<file path="src/rtl/btb_update_gen_if.sv">
// Resolution/update bus of the BTB update generator, plus the minimal riscv and
// ariane_pkg definitions it depends on (VLEN and the BTB update record).
package riscv;
    localparam int unsigned VLEN = 64;
endpackage

package ariane_pkg;
    typedef struct packed {
        logic                   valid;
        logic [riscv::VLEN-1:0] pc;
        logic [riscv::VLEN-1:0] target_address;
    } btb_update_t;
endpackage

// Handshake: resolve_valid_i is a one-cycle strobe with no back-pressure.
// btb_update_o.valid is high for exactly one cycle per emitted update.
interface btb_update_gen_if;
    logic                    resolve_valid_i;
    logic [riscv::VLEN-1:0]  resolve_pc_i;
    logic [riscv::VLEN-1:0]  resolve_target_i;
    logic                    resolve_mispredict_i;
    logic                    resolve_is_jumpr_i;
    ariane_pkg::btb_update_t btb_update_o;

    modport master (
        output resolve_valid_i, resolve_pc_i, resolve_target_i,
               resolve_mispredict_i, resolve_is_jumpr_i,
        input  btb_update_o
    );

    modport slave (
        input  resolve_valid_i, resolve_pc_i, resolve_target_i,
               resolve_mispredict_i, resolve_is_jumpr_i,
        output btb_update_o
    );
endinterface

</file>
<file path="src/rtl/btb_update_gen.sv">
// Queues mispredicted indirect-jump resolutions and replays them as BTB updates,
// draining before a predictor bank switch. Optional drop counter: BTB_UPD_DROP_CNT_EN.
module btb_update_gen #(
    parameter int unsigned DEPTH = 4
) (
    input  logic                   clk_i,
    input  logic                   rst_i,
    input  logic                   flush_i,
    input  logic                   debug_mode_i,
    input  logic                   checkpoint_req_i,
    btb_update_gen_if.slave        bus,
    output logic                   checkpoint_mode_o,
    output logic [7:0]             drop_cnt_o,
    output logic [1:0]             state_o
);
    localparam int unsigned AW = $clog2(DEPTH);
    localparam int unsigned PW = AW + 1;

    typedef enum logic [1:0] {
        RUN    = 2'd0,
        DRAIN  = 2'd1,
        SWITCH = 2'd2
    } state_e;

    typedef struct packed {
        logic [riscv::VLEN-1:0] pc;
        logic [riscv::VLEN-1:0] target;
    } entry_t;

    entry_t        mem [DEPTH];
    logic [PW-1:0] wr_ptr;
    logic [PW-1:0] rd_ptr;
    logic [PW-1:0] fill;
    logic          fifo_empty;
    logic          fifo_full;
    logic          qualify;
    logic          pop;
    logic          push;
    state_e        state;

    // Pointers carry one wrap bit so full and empty are distinguishable.
    always_comb begin
        fill       = wr_ptr - rd_ptr;
        fifo_empty = (fill == '0);
        fifo_full  = (fill == PW'(DEPTH));
        qualify    = bus.resolve_valid_i & bus.resolve_mispredict_i &
                     bus.resolve_is_jumpr_i & ~debug_mode_i;
        pop        = ~flush_i & (state != SWITCH) & ~fifo_empty;
        // A pop on the same edge frees the slot the push needs.
        push       = ~flush_i & (state == RUN) & qualify & (~fifo_full | pop);
    end

    always_ff @(posedge clk_i) begin
        if (push) begin
            mem[wr_ptr[AW-1:0]] <= '{pc: bus.resolve_pc_i, target: bus.resolve_target_i};
        end
    end

    always_ff @(posedge clk_i or posedge rst_i) begin
        if (rst_i) begin
            wr_ptr            <= '0;
            rd_ptr            <= '0;
            bus.btb_update_o  <= '0;
            checkpoint_mode_o <= 1'b0;
            state             <= RUN;
        end else if (flush_i) begin
            rd_ptr                 <= wr_ptr;
            bus.btb_update_o.valid <= 1'b0;
            state                  <= RUN;
        end else begin
            if (pop) begin
                rd_ptr                          <= rd_ptr + 1'b1;
                bus.btb_update_o.valid          <= 1'b1;
                bus.btb_update_o.pc             <= mem[rd_ptr[AW-1:0]].pc;
                bus.btb_update_o.target_address <= mem[rd_ptr[AW-1:0]].target;
            end else begin
                bus.btb_update_o.valid <= 1'b0;
            end
            if (push) begin
                wr_ptr <= wr_ptr + 1'b1;
            end
            case (state)
                RUN: begin
                    if (checkpoint_req_i != checkpoint_mode_o) state <= DRAIN;
                end
                DRAIN: begin
                    // Wait until the last popped update has also left the output register.
                    if (fifo_empty && !bus.btb_update_o.valid) state <= SWITCH;
                end
                SWITCH: begin
                    checkpoint_mode_o <= checkpoint_req_i;
                    state             <= RUN;
                end
                default: state <= RUN;
            endcase
        end
    end

    assign state_o = state;

`ifdef BTB_UPD_DROP_CNT_EN
    logic       drop;
    logic [7:0] drop_cnt_q;

    assign drop = qualify & ~push & ~flush_i;

    always_ff @(posedge clk_i or posedge rst_i) begin
        if (rst_i) begin
            drop_cnt_q <= '0;
        end else if (drop && (drop_cnt_q != 8'hFF)) begin
            drop_cnt_q <= drop_cnt_q + 8'd1;
        end
    end

    assign drop_cnt_o = drop_cnt_q;
`else
    assign drop_cnt_o = '0;
`endif

endmodule

</file>
<file path="src/flat_wrapper.sv">
// flat-port wrapper written by rule: the top's interface ports become plain ports
module btb_update_gen_flat 
#(
    parameter int unsigned DEPTH = 4
)
  (clk_i, rst_i, flush_i, debug_mode_i, checkpoint_req_i, checkpoint_mode_o, drop_cnt_o, state_o, bus_resolve_valid_i, bus_resolve_pc_i, bus_resolve_target_i, bus_resolve_mispredict_i, bus_resolve_is_jumpr_i, bus_btb_update_o);
  btb_update_gen_if bus_i ();
  input  logic clk_i;
  input  logic rst_i;
  input  logic flush_i;
  input  logic debug_mode_i;
  input  logic checkpoint_req_i;
  output logic checkpoint_mode_o;
  output logic [7:0] drop_cnt_o;
  output logic [1:0] state_o;
  input wire logic [$bits(bus_i.resolve_valid_i)-1:0] bus_resolve_valid_i;
  input wire logic [$bits(bus_i.resolve_pc_i)-1:0] bus_resolve_pc_i;
  input wire logic [$bits(bus_i.resolve_target_i)-1:0] bus_resolve_target_i;
  input wire logic [$bits(bus_i.resolve_mispredict_i)-1:0] bus_resolve_mispredict_i;
  input wire logic [$bits(bus_i.resolve_is_jumpr_i)-1:0] bus_resolve_is_jumpr_i;
  output wire logic [$bits(bus_i.btb_update_o)-1:0] bus_btb_update_o;
  assign bus_i.resolve_valid_i = bus_resolve_valid_i;
  assign bus_i.resolve_pc_i = bus_resolve_pc_i;
  assign bus_i.resolve_target_i = bus_resolve_target_i;
  assign bus_i.resolve_mispredict_i = bus_resolve_mispredict_i;
  assign bus_i.resolve_is_jumpr_i = bus_resolve_is_jumpr_i;
  assign bus_btb_update_o = bus_i.btb_update_o;
  btb_update_gen #(.DEPTH(DEPTH)) u_core (.clk_i(clk_i), .rst_i(rst_i), .flush_i(flush_i), .debug_mode_i(debug_mode_i), .checkpoint_req_i(checkpoint_req_i), .bus(bus_i), .checkpoint_mode_o(checkpoint_mode_o), .drop_cnt_o(drop_cnt_o), .state_o(state_o));
endmodule
</file>
<file path="config.mk">
export PLATFORM = sky130hd
export DESIGN_NAME = btb_update_gen_flat
export DESIGN_NICKNAME = d
export VERILOG_FILES = /design/src/rtl/btb_update_gen_if.sv /design/src/rtl/btb_update_gen.sv /design/src/flat_wrapper.sv
export SDC_FILE = /design/constraint.sdc
export NUM_CORES = 1
export LEC_CHECK = 0
export CAP_MARGIN = 20
export CORE_UTILIZATION = 60
export DETAILED_ROUTE_END_ITERATION = 16
export PLACE_DENSITY = 0.85
export SLEW_MARGIN = 20
export SYNTH_ARGS = -nofsm -noshare
export SYNTH_HDL_FRONTEND = slang
export SYNTH_SLANG_ARGS = --single-unit
</file>
<file path="constraint.sdc">
create_clock -name clk_i -period 12.44 [get_ports clk_i]
set_input_delay 3.732 -clock clk_i [delete_from_list [all_inputs] [get_ports clk_i]]
set_output_delay 3.732 -clock clk_i [all_outputs]
set_load 0.02 [all_outputs]
</file>
==> flow_metrics.tcl <==
set metrics [dict create \
    status "complete, no violations" \
    synth.most_common_cell "edfxtp_1" \
    cts_root_buf "clkbuf_16" \
    critPathBufInv 2 \
    yosys.area.top_type "edfxtp_1" \
    cellPowerDensity_nw_per_um2 229.7 \
    hp-start "u_core.bus.btb_update_o[92]$_DFFE_PP0P_" \
    vias 11150 \
    ys_types 31 \
    crit_chain "clkdlybuf4s50_1, nor2_1, nor4b_2, and2_4, buf_4" \
    power_frac_comb_pct 29.8 \
    grt.total_usage_pct 23.85 \
    numCtsBuffers 61 \
    antenna_left 0 \
    post_synth_inst_count 1011 \
    clkTransAtPathRegs_ns 0.06 \
    drc_errors 0 \
    worstSetupStartpointType "input port" \
    die_x_microns 201.4 \
    num_rows 72 \
    tightest_slew_ns 1.106 \
    synth_area_sq_um 23860 \
    internal-power_mw 4.791 \
    synth_edf_count 512 \
    slew_headroom_pct 26.28 \
    io_buffer_count 267 \
    grt_pass1_vias 11790 \
    routedWlPerCell_microns 25.02 \
    fmax_mhz 149.8 \
    cts_setup_buffers 0 \
    cp.required_ns 12.65 \
    core_sq_um 38920 \
    clk_path_buf_depth 3 \
    vias_per_cell 5.931 \
    h-tree-depth 2 \
    switching_power_mw 1.891 \
    clkLatencyLatePin_ns 0.60 \
    p_leak_nw 9.902 \
    finalSetupTns_ns 0 \
    fin_crit_ns 6.677 \
    path_class "input port to register" \
    synth_warnings 0 \
    period_share_pct 53.67 \
    cap_violations 0 \
    nets 1453 \
    max-vdd-ir-drop_uv 175.8 \
    grt_max_degree 79 \
    maxSlewViolCount 0 \
    ys_ff_latch 650 \
    area_growth_pct 21.88 \
    synth.avg_cell_area_sq_um 23.60 \
    gp_congestion 0.7544 \
    synth_area_leaders "edfxtp_1 64%, dfrtp_1 14%, mux4_2 12%" \
    cp_data_arrival_time_ns 6.89 \
    drive_gt1_share_pct 27.54 \
    drt_iter0_markers 852 \
    ys_seq_area_share_pct 78.91 \
    hold_path.class "register to register" \
    overflow 0 \
    finalHoldViolCount 0 \
    yosys.area.top_type_share_pct 64.43 \
    power.share.clock_pct 28.0 \
    start_util_pct 61.31 \
    io_pins 276 \
    p_sw_share_pct 28.30 \
    ys.flop_type "edfxtp_1" \
    stdcell_count 1880 \
    synth_commonest_cells "512 x edfxtp_1, 138 x dfrtp_1, 129 x mux2_2" \
    antenna_found_initial 7 \
    end_kind "register" \
    grt_pass1_wl_mm 71.30 \
    cts_tree "done" \
    dpl.cell_count 1765 \
    dr.pass1.iters 4 \
    crit_path_max_fanout 66 \
    setup_viol 0 \
    dieArea_sq_um 40570 \
    die_y_microns 201.4 \
    reg2reg_from "u_core.rd_ptr[1]$_DFFE_PP0P_" \
    dpl.hpwl_mm 27.02 \
    crit_path_top_delay_cell "buf_4" \
    clkSinkCount 650 \
    drt-total-wl_mm 47.05 \
    rsz0062_at_grt "no" \
    seqPwrFrac_pct 42.2 \
    cts_resized 0 \
    holdBufCountCts 0 \
    startpoint "flush_i" \
    async_flop_share_pct 21.23 \
    finClkSkew_ns 0.01622 \
    critPathTopFamily "simple AND/OR/NAND/NOR gates" \
    worst_path_largest_cell_delay_ns 0.93 \
]
worst paths after layout:
| path | to | slack (ns) | cells past startpoint |
|---|---|---|---|
| setup reg to reg | u_core.bus.btb_update_o[8]$_DFFE_PP0P_ | 8.61 | 8 |
| hold / removal | u_core.bus.btb_update_o[92]$_DFFE_PP0P_ | 0.50 | 1 |
| setup / recovery | u_core.mem[3][122]$_DFFE_PP_ | 5.76 | 5 |
| min in group asynchronous | u_core.bus.btb_update_o[5]$_DFFE_PP0P_ | 3.60 | 2 |
| hold reg to reg | u_core.bus.btb_update_o[92]$_DFFE_PP0P_ | 0.50 | 1 |
| max in group asynchronous | u_core.bus.btb_update_o[97]$_DFFE_PP0P_ | 7.66 | 3 |
flip-flops by register name (all words and copies together), names as in the netlist:
| register | cells |
|---|---|
| u_core.wr_ptr | 3 |
| u_core.mem | 512 |
| u_core.state_o | 2 |
| u_core.rd_ptr | 3 |
| u_core.bus.btb_update_o | 129 |
| u_core.checkpoint_mode_o | 1 |
power groups by stage:
stage / logic, mW / registers [mW] / clock network, mW
after floorplan: 1.07 / 3.04 / 0
after global placement: 1.96 / 2.85 / 0
after detailed placement: 2.00 / 2.86 / 0
after CTS: 2.02 / 2.82 / 1.90
after global routing: 2.11 / 2.85 / 1.98
final: 1.99 / 2.82 / 1.87
kinds of logic (layout without fill, tap and decap cells):
group	Yosys count	in the layout	share of synthesized area, %
buffers and inverters	57	397	1.489
and+or+nand+nor	23	23	0.5400
muxes	257	257	18.17
AOI/OAI and AO/OA	11	11	0.3303
adders and majority gates	7	7	0.3670
other	1	12	0.01572
DFF	650	650	78.91
xor gates and xnor gates	5	5	0.1836
per-layer routing:
metal	global-route usage [%]	part of all wire, %	vias to the layer above	wire length, microns
li1	-	-	4718	-
met3	4.098	6.1	91	2875
met2	39.10	51	441	24100
met5	0	0.085	-	40
met1	32.54	39	5894	18570
met4	9.253	3.1	6	1455
per-stage QoR:
| stage | util [%] | power (mW) | instance area (sq um) | hold slack (ns) | setup WS (ns) |
|---|---|---|---|---|---|
| after global routing | 74.73 | 6.941 | 29080 | 0.5195 | 5.532 |
| after CTS | 74.67 | 6.751 | 29060 | 0.5057 | 5.374 |
| after global placement | 69.37 | 4.809 | 27000 | 0.4861 | 4.810 |
| final | 74.73 | 6.681 | 29080 | 0.5018 | 5.763 |
| after floorplan | - | 4.110 | 23890 | 0.4823 | 4.405 |
| after detailed placement | 69.44 | 4.862 | 27020 | 0.4921 | 4.732 |
worst reg2reg max path, stage by stage (launching register included):
cell and delay, ns:
dfrtp_4 0.95, inv_1 0.17, ha_1 0.24, nor2b_1 0.21, xnor2_1 0.17, o211ai_4 0.20, buf_4 0.54, buf_4 0.72
mux2_2 0.50
cell usage in the layout, fill, tap and decap left out, types with 3 or more instances in the layout:
master and n:
clkbuf_8 9, clkbuf_16 61, ha_1 7, clkinv_1 4, mux2_2 129, edfxtp_1 512
clkinv_2 11, clkbuf_1 12, clkinvlp_4 3, clkinv_4 4, and2_4 4, xnor2_1 3
bufinv_16 7, dfrtp_1 136, diode_2 4, o31ai_1 3, nor2_1 4, conb_1 8
clkdlybuf4s50_1 267, buf_4 10, inv_1 5, nand2_1 4, mux4_2 128
final cells by class:
class / instances / area [sq um]
Inverter: 6 / 27.53
Tap cell: 518 / 648.1
Multi-Input combinational cell: 311 / 4730
Timing Repair Buffer: 280 / 2798
Clock buffer: 82 / 1695
Clock inverter: 29 / 337.8
Fill cell: 2108 / 9836
Antenna cell: 4 / 10.01
Sequential cell: 650 / 18840
Power figures use the tool's default switching activity.
